<file path="config.mk">
export PLATFORM = sky130hd
export DESIGN_NAME = alarm_bank
export DESIGN_NICKNAME = d
export VERILOG_FILES = /design/src/rtl/alarm_bank.sv
export SDC_FILE = /design/constraint.sdc
export NUM_CORES = 1
export LEC_CHECK = 0
export CAP_MARGIN = 20
export CORE_UTILIZATION = 35
export CTS_CLUSTER_DIAMETER = 150
export DETAILED_ROUTE_END_ITERATION = 10
export DONT_BUFFER_PORTS = 1
export HOLD_SLACK_MARGIN = 0.15
export PLACE_DENSITY_LB_ADDON = 0.1
export RECOVER_POWER = 25
export SKIP_CTS_REPAIR_TIMING = 1
export SYNTH_ARGS = -nofsm -noshare
export SYNTH_HDL_FRONTEND = slang
export SYNTH_SLANG_ARGS = --single-unit
</file>
<file path="constraint.sdc">
create_clock -name clk -period 2.2 [get_ports clk]
set_input_delay 0.44 -clock clk [delete_from_list [all_inputs] [get_ports clk]]
set_output_delay 0.44 -clock clk [all_outputs]
set_load 0.01 [all_outputs]
</file>
<file path="src/rtl/alarm_bank.sv">
// Multi-channel BCD alarm store with ring/snooze/stop controller.
// Define ALARM_ONESHOT_EN to add per-channel one-shot alarms (wr_once/rd_once).
module alarm_bank #(
  parameter int NUM_ALARMS = 4,
  parameter int ID_W       = 2,
  parameter int SNOOZE_MIN = 5,
  parameter int RING_MIN   = 3,
  parameter int MAX_SNOOZE = 3
) (
  input  logic            clk,
  input  logic            rst_n,
  input  logic            tick_min,
  input  logic [3:0]      cur_h1,
  input  logic [3:0]      cur_h0,
  input  logic [3:0]      cur_m1,
  input  logic [3:0]      cur_m0,
  input  logic            wr_en,
  input  logic [ID_W-1:0] wr_sel,
  input  logic [3:0]      wr_h1,
  input  logic [3:0]      wr_h0,
  input  logic [3:0]      wr_m1,
  input  logic [3:0]      wr_m0,
  input  logic            wr_arm,
`ifdef ALARM_ONESHOT_EN
  input  logic            wr_once,
  output logic            rd_once,
`endif
  output logic            wr_err,
  input  logic [ID_W-1:0] rd_sel,
  output logic [3:0]      rd_h1,
  output logic [3:0]      rd_h0,
  output logic [3:0]      rd_m1,
  output logic [3:0]      rd_m0,
  output logic            rd_arm,
  input  logic            snooze,
  input  logic            stop,
  output logic            ring,
  output logic [ID_W-1:0] ring_id,
  output logic            snoozed
);

  typedef enum logic [1:0] {IDLE, RING, SNOOZE} state_t;

  state_t                state, state_nxt;
  logic [3:0]            al_h1 [NUM_ALARMS];
  logic [3:0]            al_h0 [NUM_ALARMS];
  logic [3:0]            al_m1 [NUM_ALARMS];
  logic [3:0]            al_m0 [NUM_ALARMS];
  logic [NUM_ALARMS-1:0] arm;
`ifdef ALARM_ONESHOT_EN
  logic [NUM_ALARMS-1:0] once;
`endif
  logic [3:0]            ring_cnt, ring_cnt_nxt;
  logic [3:0]            nap_cnt, nap_cnt_nxt;
  logic [2:0]            snz_cnt, snz_cnt_nxt;
  logic [ID_W-1:0]       ring_id_nxt;
  logic [ID_W-1:0]       win_id;
  logic                  hit, fire, wr_bad;

  always_comb begin
    wr_bad = (int'(wr_sel) >= NUM_ALARMS) || (wr_m1 > 4'd5) || (wr_m0 > 4'd9) ||
             (wr_h1 > 4'd2) || (wr_h0 > 4'd9) || ((wr_h1 == 4'd2) && (wr_h0 > 4'd3));
  end

  // Scan high to low so the lowest matching channel is the last assignment
  always_comb begin
    hit    = 1'b0;
    win_id = '0;
    for (int i = NUM_ALARMS - 1; i >= 0; i--) begin
      if (arm[i] && al_h1[i] == cur_h1 && al_h0[i] == cur_h0 &&
          al_m1[i] == cur_m1 && al_m0[i] == cur_m0) begin
        hit    = 1'b1;
        win_id = ID_W'(i);
      end
    end
  end

  always_comb begin
    rd_h1  = '0;
    rd_h0  = '0;
    rd_m1  = '0;
    rd_m0  = '0;
    rd_arm = 1'b0;
`ifdef ALARM_ONESHOT_EN
    rd_once = 1'b0;
`endif
    for (int i = 0; i < NUM_ALARMS; i++) begin
      if (rd_sel == ID_W'(i)) begin
        rd_h1  = al_h1[i];
        rd_h0  = al_h0[i];
        rd_m1  = al_m1[i];
        rd_m0  = al_m0[i];
        rd_arm = arm[i];
`ifdef ALARM_ONESHOT_EN
        rd_once = once[i];
`endif
      end
    end
  end

  // Alarm store; the match above always sees pre-write contents
  always_ff @(posedge clk or negedge rst_n) begin
    if (!rst_n) begin
      for (int i = 0; i < NUM_ALARMS; i++) begin
        al_h1[i] <= '0;
        al_h0[i] <= '0;
        al_m1[i] <= '0;
        al_m0[i] <= '0;
      end
      arm    <= '0;
`ifdef ALARM_ONESHOT_EN
      once   <= '0;
`endif
      wr_err <= 1'b0;
    end else begin
      wr_err <= wr_en && wr_bad;
      for (int i = 0; i < NUM_ALARMS; i++) begin
`ifdef ALARM_ONESHOT_EN
        if (fire && once[i] && win_id == ID_W'(i)) arm[i] <= 1'b0;
`endif
        if (wr_en && !wr_bad && wr_sel == ID_W'(i)) begin
          al_h1[i] <= wr_h1;
          al_h0[i] <= wr_h0;
          al_m1[i] <= wr_m1;
          al_m0[i] <= wr_m0;
          arm[i]   <= wr_arm;
`ifdef ALARM_ONESHOT_EN
          once[i]  <= wr_once;
`endif
        end
      end
    end
  end

  always_comb begin
    state_nxt    = state;
    ring_cnt_nxt = ring_cnt;
    nap_cnt_nxt  = nap_cnt;
    snz_cnt_nxt  = snz_cnt;
    ring_id_nxt  = ring_id;
    fire         = 1'b0;
    case (state)
      IDLE: begin
        if (tick_min && hit) begin
          state_nxt    = RING;
          ring_cnt_nxt = '0;
          snz_cnt_nxt  = '0;
          ring_id_nxt  = win_id;
          fire         = 1'b1;
        end
      end
      RING: begin
        if (stop) begin
          state_nxt = IDLE;
        end else if (snooze && snz_cnt < 3'(MAX_SNOOZE)) begin
          state_nxt   = SNOOZE;
          nap_cnt_nxt = 4'(SNOOZE_MIN);
          snz_cnt_nxt = snz_cnt + 3'd1;
        end else if (tick_min) begin
          ring_cnt_nxt = ring_cnt + 4'd1;
          if (ring_cnt + 4'd1 == 4'(RING_MIN)) state_nxt = IDLE;
        end
      end
      SNOOZE: begin
        if (stop) begin
          state_nxt = IDLE;
        end else if (tick_min) begin
          nap_cnt_nxt = nap_cnt - 4'd1;
          if (nap_cnt == 4'd1) begin
            state_nxt    = RING;
            ring_cnt_nxt = '0;
          end
        end
      end
      default: state_nxt = IDLE;
    endcase
  end

  always_ff @(posedge clk or negedge rst_n) begin
    if (!rst_n) begin
      state    <= IDLE;
      ring_cnt <= '0;
      nap_cnt  <= '0;
      snz_cnt  <= '0;
      ring_id  <= '0;
      ring     <= 1'b0;
      snoozed  <= 1'b0;
    end else begin
      state    <= state_nxt;
      ring_cnt <= ring_cnt_nxt;
      nap_cnt  <= nap_cnt_nxt;
      snz_cnt  <= snz_cnt_nxt;
      ring_id  <= ring_id_nxt;
      ring     <= (state_nxt == RING);
      snoozed  <= (state_nxt == SNOOZE);
    end
  end

endmodule

</file>
==> metrics.txt, run 1 <==
initial core utilization=a little over a third; worst r2r dst=state[0]; Ports=65; hold slack=-211 ps; grt met3 use=6.59%; die width=117 microns; DPL Wire Length=approximately 8300 microns; LEAKAGE=roughly 0.0024 uW; Cell variety after synth=40; drt first pass iters=4; total CTS buffers=9; R2R Path Start=al_h1[10]; period utilization=94.0%; met2 Track Usage GR=between 20 and 30%; max-slew violations=0; # DRC=0; sequential element share of the synthesized area=a little under half; worst reg2reg setup slack=130 ps; Max-slew headroom=between 60% and 70%; Placed Instances=around 540; Root Buffer=clkbuf_16; first-pass GRT wire length=18,100 microns; layout cells sized above 1=27.1%; vias per inst=5.22; antenna violations before repair=0; Synth Area per Inst=~13 sq um; CTS H-tree lvls=3; Max Freq=between 400 and 500 MHz; run status=finished, violations left; Max Cap Viol=0; via count=roughly 2,900; Overflow after GRT=0; Syn Nets=between 400 and 500; Area Growth Syn to Fin=12.1%; failing checks=negative hold slack; Post-Route WL=11,800 microns; initial DRC count=between 90 and 100; Die Ht=about 120 microns; Worst setup EP type=flip-flop; IO buf count=0; final hold viol count=86; Worst Clk Skew=slightly above 7 ps; Hold Path Class=input port to async pin; critical path class=flip-flop to flip-flop; setup_tns=0 ps; Clock Sinks=86; RSZ-0062 raised after global routing=false; endpoints failing setup=0; largest net degree at the start of global routing=87; clk buf depth=2; global-route usage over all layers=a little under a fifth; M1 GR Usage=about a quarter; multi-input logic area=~2400 sq um; ANT nets after route=0; DR WL/cell=about 21 microns; CP Max Fanout=10; Non-Filler Instances=approximately 550; CTS tree=done; worst slew pin tran=458 ps; Synth Instances=approximately 370; register area=2150 sq um; Ys Warns=0; FP Rows=between 40 and 50; crit path DAT=2290 ps; clk_lat worst skew=340 ps; VDD IR max=about 290 uV; vias in the first global route=between 3,000 and 4,000; GR peak layer=met2; antenna cells=0; # fillers=1,259; nets@finish=423; routability cong.=~0.74; Mapped Area=~4600 sq um; number of synthesized register bits=86; CP Data Required Time=between 2000 and 2500 ps; Reg clk slew, reported paths=60 ps; Startpoint Class=flip-flop; core area=between 10,000 and 15,000 sq um; worst reg2reg path depth=7; Die Footprint=~14,000 sq um; Final Critical Period=a little over 2000 ps; pwr/cell area=672 nW/um^2
[routing by layer]
layer	vias to the layer above	routed length (microns)
met2	57	5140
met3	14	808
li1	1333	-
met4	0	186
met1	1478	5640
met5	-	0
[Yosys cell counts]
cell / instances / area, sq um
nor3_1: 4 / 20.0
nor3b_4: 1 / 18.8
nor3_4: 1 / 16.3
or3_1: 3 / 18.8
ha_1: 5 / 62.6
buf_8: 1 / 15.0
mux4_2: 17 / 383
nand4_2: 1 / 12.5
nor4_1: 11 / 68.8
nand4_1: 9 / 56.3
clkbuf_1: 4 / 15.0
nand2_4: 1 / 11.3
buf_4: 2 / 15.0
nand2b_1: 2 / 12.5
nand4b_2: 1 / 15.0
buf_2: 3 / 15.0
a31oi_1: 1 / 6.26
a2111oi_2: 1 / 15.0
o32ai_1: 1 / 8.76
o21a_1: 2 / 15.0
mux2_2: 50 / 563
o21ai_0: 8 / 40.0
o22ai_1: 6 / 37.5
and2_1: 6 / 37.5
nand3_1: 4 / 20.0
mux2_4: 7 / 105
nor2_1: 10 / 37.5
buf_1: 1 / 3.75
a21oi_1: 5 / 25.0
inv_1: 5 / 18.8
nand2_1: 20 / 75.1
xor2_1: 36 / 315
a21o_1: 1 / 7.51
and3_1: 4 / 25.0
or2_2: 2 / 12.5
xnor2_1: 31 / 272
o31a_1: 1 / 8.76
nor2b_1: 9 / 56.3
dfrtp_1: 86 / 2150
mux2i_1: 2 / 20.0
[cells in the final DEF, fill, tap and decap left out, types with 2 or more instances in the layout]
master / n
nand3_1: 4
clkbuf_16: 9
or2_2: 2
buf_12: 5
nand2b_1: 2
buf_4: 4
nor2_1: 10
nor3_1: 4
mux4_2: 17
o21ai_0: 8
xnor2_1: 31
and2_1: 6
and3_1: 4
nand2_1: 20
nor4_1: 10
dfrtp_1: 86
ha_1: 5
a21oi_1: 5
o21a_1: 2
mux2_2: 50
xor2_1: 36
nor2b_1: 9
or3_1: 3
inv_1: 5
mux2_4: 7
mux2i_1: 2
o22ai_1: 6
clkbuf_1: 5
nand4_1: 9
[stage by stage]
step / setup WS, ps / total power, uW / util (%) / hold slack, ps / cell area (sq um)
global placement: 74.7 / 2100 / 38.5 / 148 / 4910
detailed placement: 60.4 / 2100 / 38.5 / 149 / 4910
finish: 131 / 3490 / 40.7 / -211 / 5190
CTS: 102 / 3530 / 40.5 / -223 / 5180
global route: 10.4 / 3630 / 40.7 / -227 / 5190
floorplan: 106 / 2030 / - / 144 / 4630
[sequential cells by signal (all words and copies together), names as in the netlist, 3 cells and up]
signal / flops
al_h0: 16
al_m0: 16
arm: 4
al_m1: 16
ring_cnt: 4
al_h1: 16
nap_cnt: 4
snz_cnt: 3
[worst max-delay path, cell delays in order, from the launching register on]
cell	delay (ps)
dfrtp_1	410
xor2_1	350
nor4_2	110
nand4_1	150
o22ai_1	130
o31a_1	350
buf_12	150
or3_1	300
[cells by family (layout without fill, tap and decap cells)]
family,after synthesis,count (layout),synth area share (%)
adder cells (fa/ha/maj),5,5,1.35
buffers and inverters,16,31,1.78
flip-flops,86,86,46.4
XOR/XNOR,67,67,12.7
multiplexers,76,76,23.1
AND/OR/NAND/NOR,89,89,11.1
AO/OA/AOI/OAI,26,26,3.54
[worst max-delay path by stage]
stage               startpoint          to  slack, ps  depth (start not counted)
floorplan             wr_m1[1]    al_h0[4]        110                          7
global placement      wr_h0[2]    al_h0[7]         70                          8
detailed placement    wr_h0[2]    al_m0[5]         60                          8
CTS                  al_h1[10]  snz_cnt[0]        100                          7
global route         al_h1[10]  snz_cnt[0]         10                          7
finish               al_h1[10]    state[0]        130                          7
[area by class of cell]
type / instances / area share (%)
Clock buffer: 15 / 4.96
Clock inverter: 1 / 0.0964
Inverter: 5 / 0.361
Multi-Input combinational cell: 263 / 46.3
Sequential cell: 86 / 41.4
Tap cell: 172 / 4.14
Timing Repair Buffer: 10 / 2.70
[power breakdown]
group          switching (uW)  leakage, uW  internal [uW]  total [uW]
combinational             133      0.00111            197         330
clock                     617     0.000128            798        1410
sequential               80.9      0.00117           1660        1750
Note: power is estimated with default switching activity, not from simulation.
==> run 2, diff against run 1 <==
--- a/config.mk
+++ b/config.mk
@@ -5,7 +5,7 @@
 export SDC_FILE = /design/constraint.sdc
 export NUM_CORES = 1
 export LEC_CHECK = 0
-export CAP_MARGIN = 20
+export CORE_ASPECT_RATIO = 0.5
 export CORE_UTILIZATION = 35
 export CTS_CLUSTER_DIAMETER = 150
 export DETAILED_ROUTE_END_ITERATION = 10
==> metrics.txt, run 2 (synthesis results as in run 1) <==
routability cong.=0.798 (+7.6%); Die Ht=83.4 microns (-29%); vias in the first global route=3,228 (+5.3%); final hold viol count=86 (unchanged); initial core utilization=36.3% (about the same); # DRC=0 (unchanged); CP peak stage delay=410 ps (about the same); Root Buffer=clkbuf_16; crit-path cells=xor2_1 -> nor4_2 -> buf_4 -> nand4_1 -> o22ai_2 -> o31a_1 -> buf_4 -> or3_1; Final Critical Period=2080 ps (+11.6 ps); Non-Filler Instances=555 (+0.54%); met1 wire length=5960 microns (+5.8%); total CTS buffers=9 (unchanged); worst reg2reg path depth=8 (+1); Worst Clk Skew=10.3 ps (+3.14 ps); Startpoint Class=flip-flop; pre-CTS WS=9.52 ps (-50.9 ps); failing checks=negative hold slack; crit path DAT=2310 ps (+20 ps); pwr/cell area=699 nW/um^2 (+4.0%); clk_lat worst skew=340 ps (about the same); CP Data Required Time=2430 ps (about the same); Buf/Inv on CP=2 (+1); register area=2150 sq um (unchanged); die width=165 microns (+41%); max-slew violations=0 (unchanged); RSZ-0062 raised after global routing=false; initial DRC count=146 (+47%); DPL Wire Length=8760 microns (+5.1%); Die Footprint=13,700 sq um (+0.20%); commonest non-fill, non-tap cell in the layout=dfrtp_1; run status=finished, violations left; core area=12,800 sq um (about the same); Reg clk slew, reported paths=70 ps (about the same); Max Freq=481 MHz (-0.56%); top sig layer=met4; nets@finish=428 (+1.2%); Hold Path Class=input port to async pin; antenna violations before repair=0 (unchanged); CTS H-tree lvls=3 (unchanged); clk buf depth=2 (unchanged); IO buf count=0 (unchanged); CTS tree=done; Area Growth Syn to Fin=13.7%; endpoints failing setup=0 (unchanged); Placed Instances=538 (+0.56%); slowest CP cell=dfrtp_1; multi-input logic area=2410 sq um (+0.26%); # fillers=1,222 (-2.9%); via count=2,958 (+2.6%); drt first pass iters=4 (unchanged); antenna cells=0 (unchanged); worst slew pin tran=519 ps (+60.5 ps); WP depth=8 (+1); Clock Sinks=86 (unchanged); Worst setup EP type=flip-flop; cell family with most CP delay=simple AND/OR/NAND/NOR gates; critical path class=flip-flop to flip-flop; FP Rows=29 (-29%); setup_tns=0 ps (unchanged); crit-path most repeated cell=buf_4; Final WS setup=120 ps (-11.6 ps); VDD IR max=346 uV (+19%); commonest cells after routing, fill and taps aside=dfrtp_1, mux2_2, xor2_1; Post-Route WL=12,100 microns (+2.8%); Overflow after GRT=0 (unchanged); Max Cap Viol=0 (unchanged); LEAKAGE=0.00245 uW (+2.0%); CP Max Fanout=5 (-5); WL met2=5480 microns (+6.6%); layout cells sized above 1=29.6% (+2.5 points); period utilization=94.6% (+0.53 points); largest net degree at the start of global routing=87 (unchanged); hold slack=-215 ps (-4.09 ps); met3 routed WL=582 microns (-28%); vias per inst=5.33 (+2.1%); Ports=65 (unchanged); Max-slew headroom=65.1% (-4.0 points); ANT nets after route=0 (unchanged); global-route usage over all layers=19.3% (+0.67 points); first-pass GRT wire length=19,300 microns (+6.7%); DR WL/cell=21.8 microns (+2.2%)
## run 2: final timing paths
check	from	endpoint	slack, ps
max in group asynchronous	rst_n	al_m0[13]	2290
min in group clk	wr_en	wr_err	240
worst max-delay path	al_m1[9]	ring	120
worst max register to register	al_m1[9]	ring	120
worst min-delay path	rst_n	nap_cnt[0]	-220
worst min register to register	al_m1[11]	al_m1[11]	530
## run 2: power breakdown
part	internal (uW)	switching, uW
Combinational	199	145
Sequential	1660	79.6
Clock	942	651
Total	2810	876
## run 2: layer usage
layer  track usage [%]  up-vias
li1                  -     1343
met1              27.2     1553
met2              29.4       53
met3              5.79        9
met4              3.50        0
met5                 0        -
## run 2: per-stage QoR
stage	instance area [sq um]	hold WS, ps	total power (uW)	util (%)
2_1_floorplan	4630	144	2030	-
3_3_place_gp	4940	148	2110	38.7
3_5_place_dp	4940	148	2110	38.7
4_1_cts	5250	-226	3710	41.1
5_1_grt	5270	-231	3810	41.3
6_report	5270	-215	3680	41.3
## run 2: final cells by class
cell class              count  area share, %
clock inverters             5           1.07
multi-input cells         263           45.8
flip-flops and latches     86           40.8
clock buffers              11           4.80
well taps                 170           4.04
inverters                   5          0.356
repair buffers             15           3.13
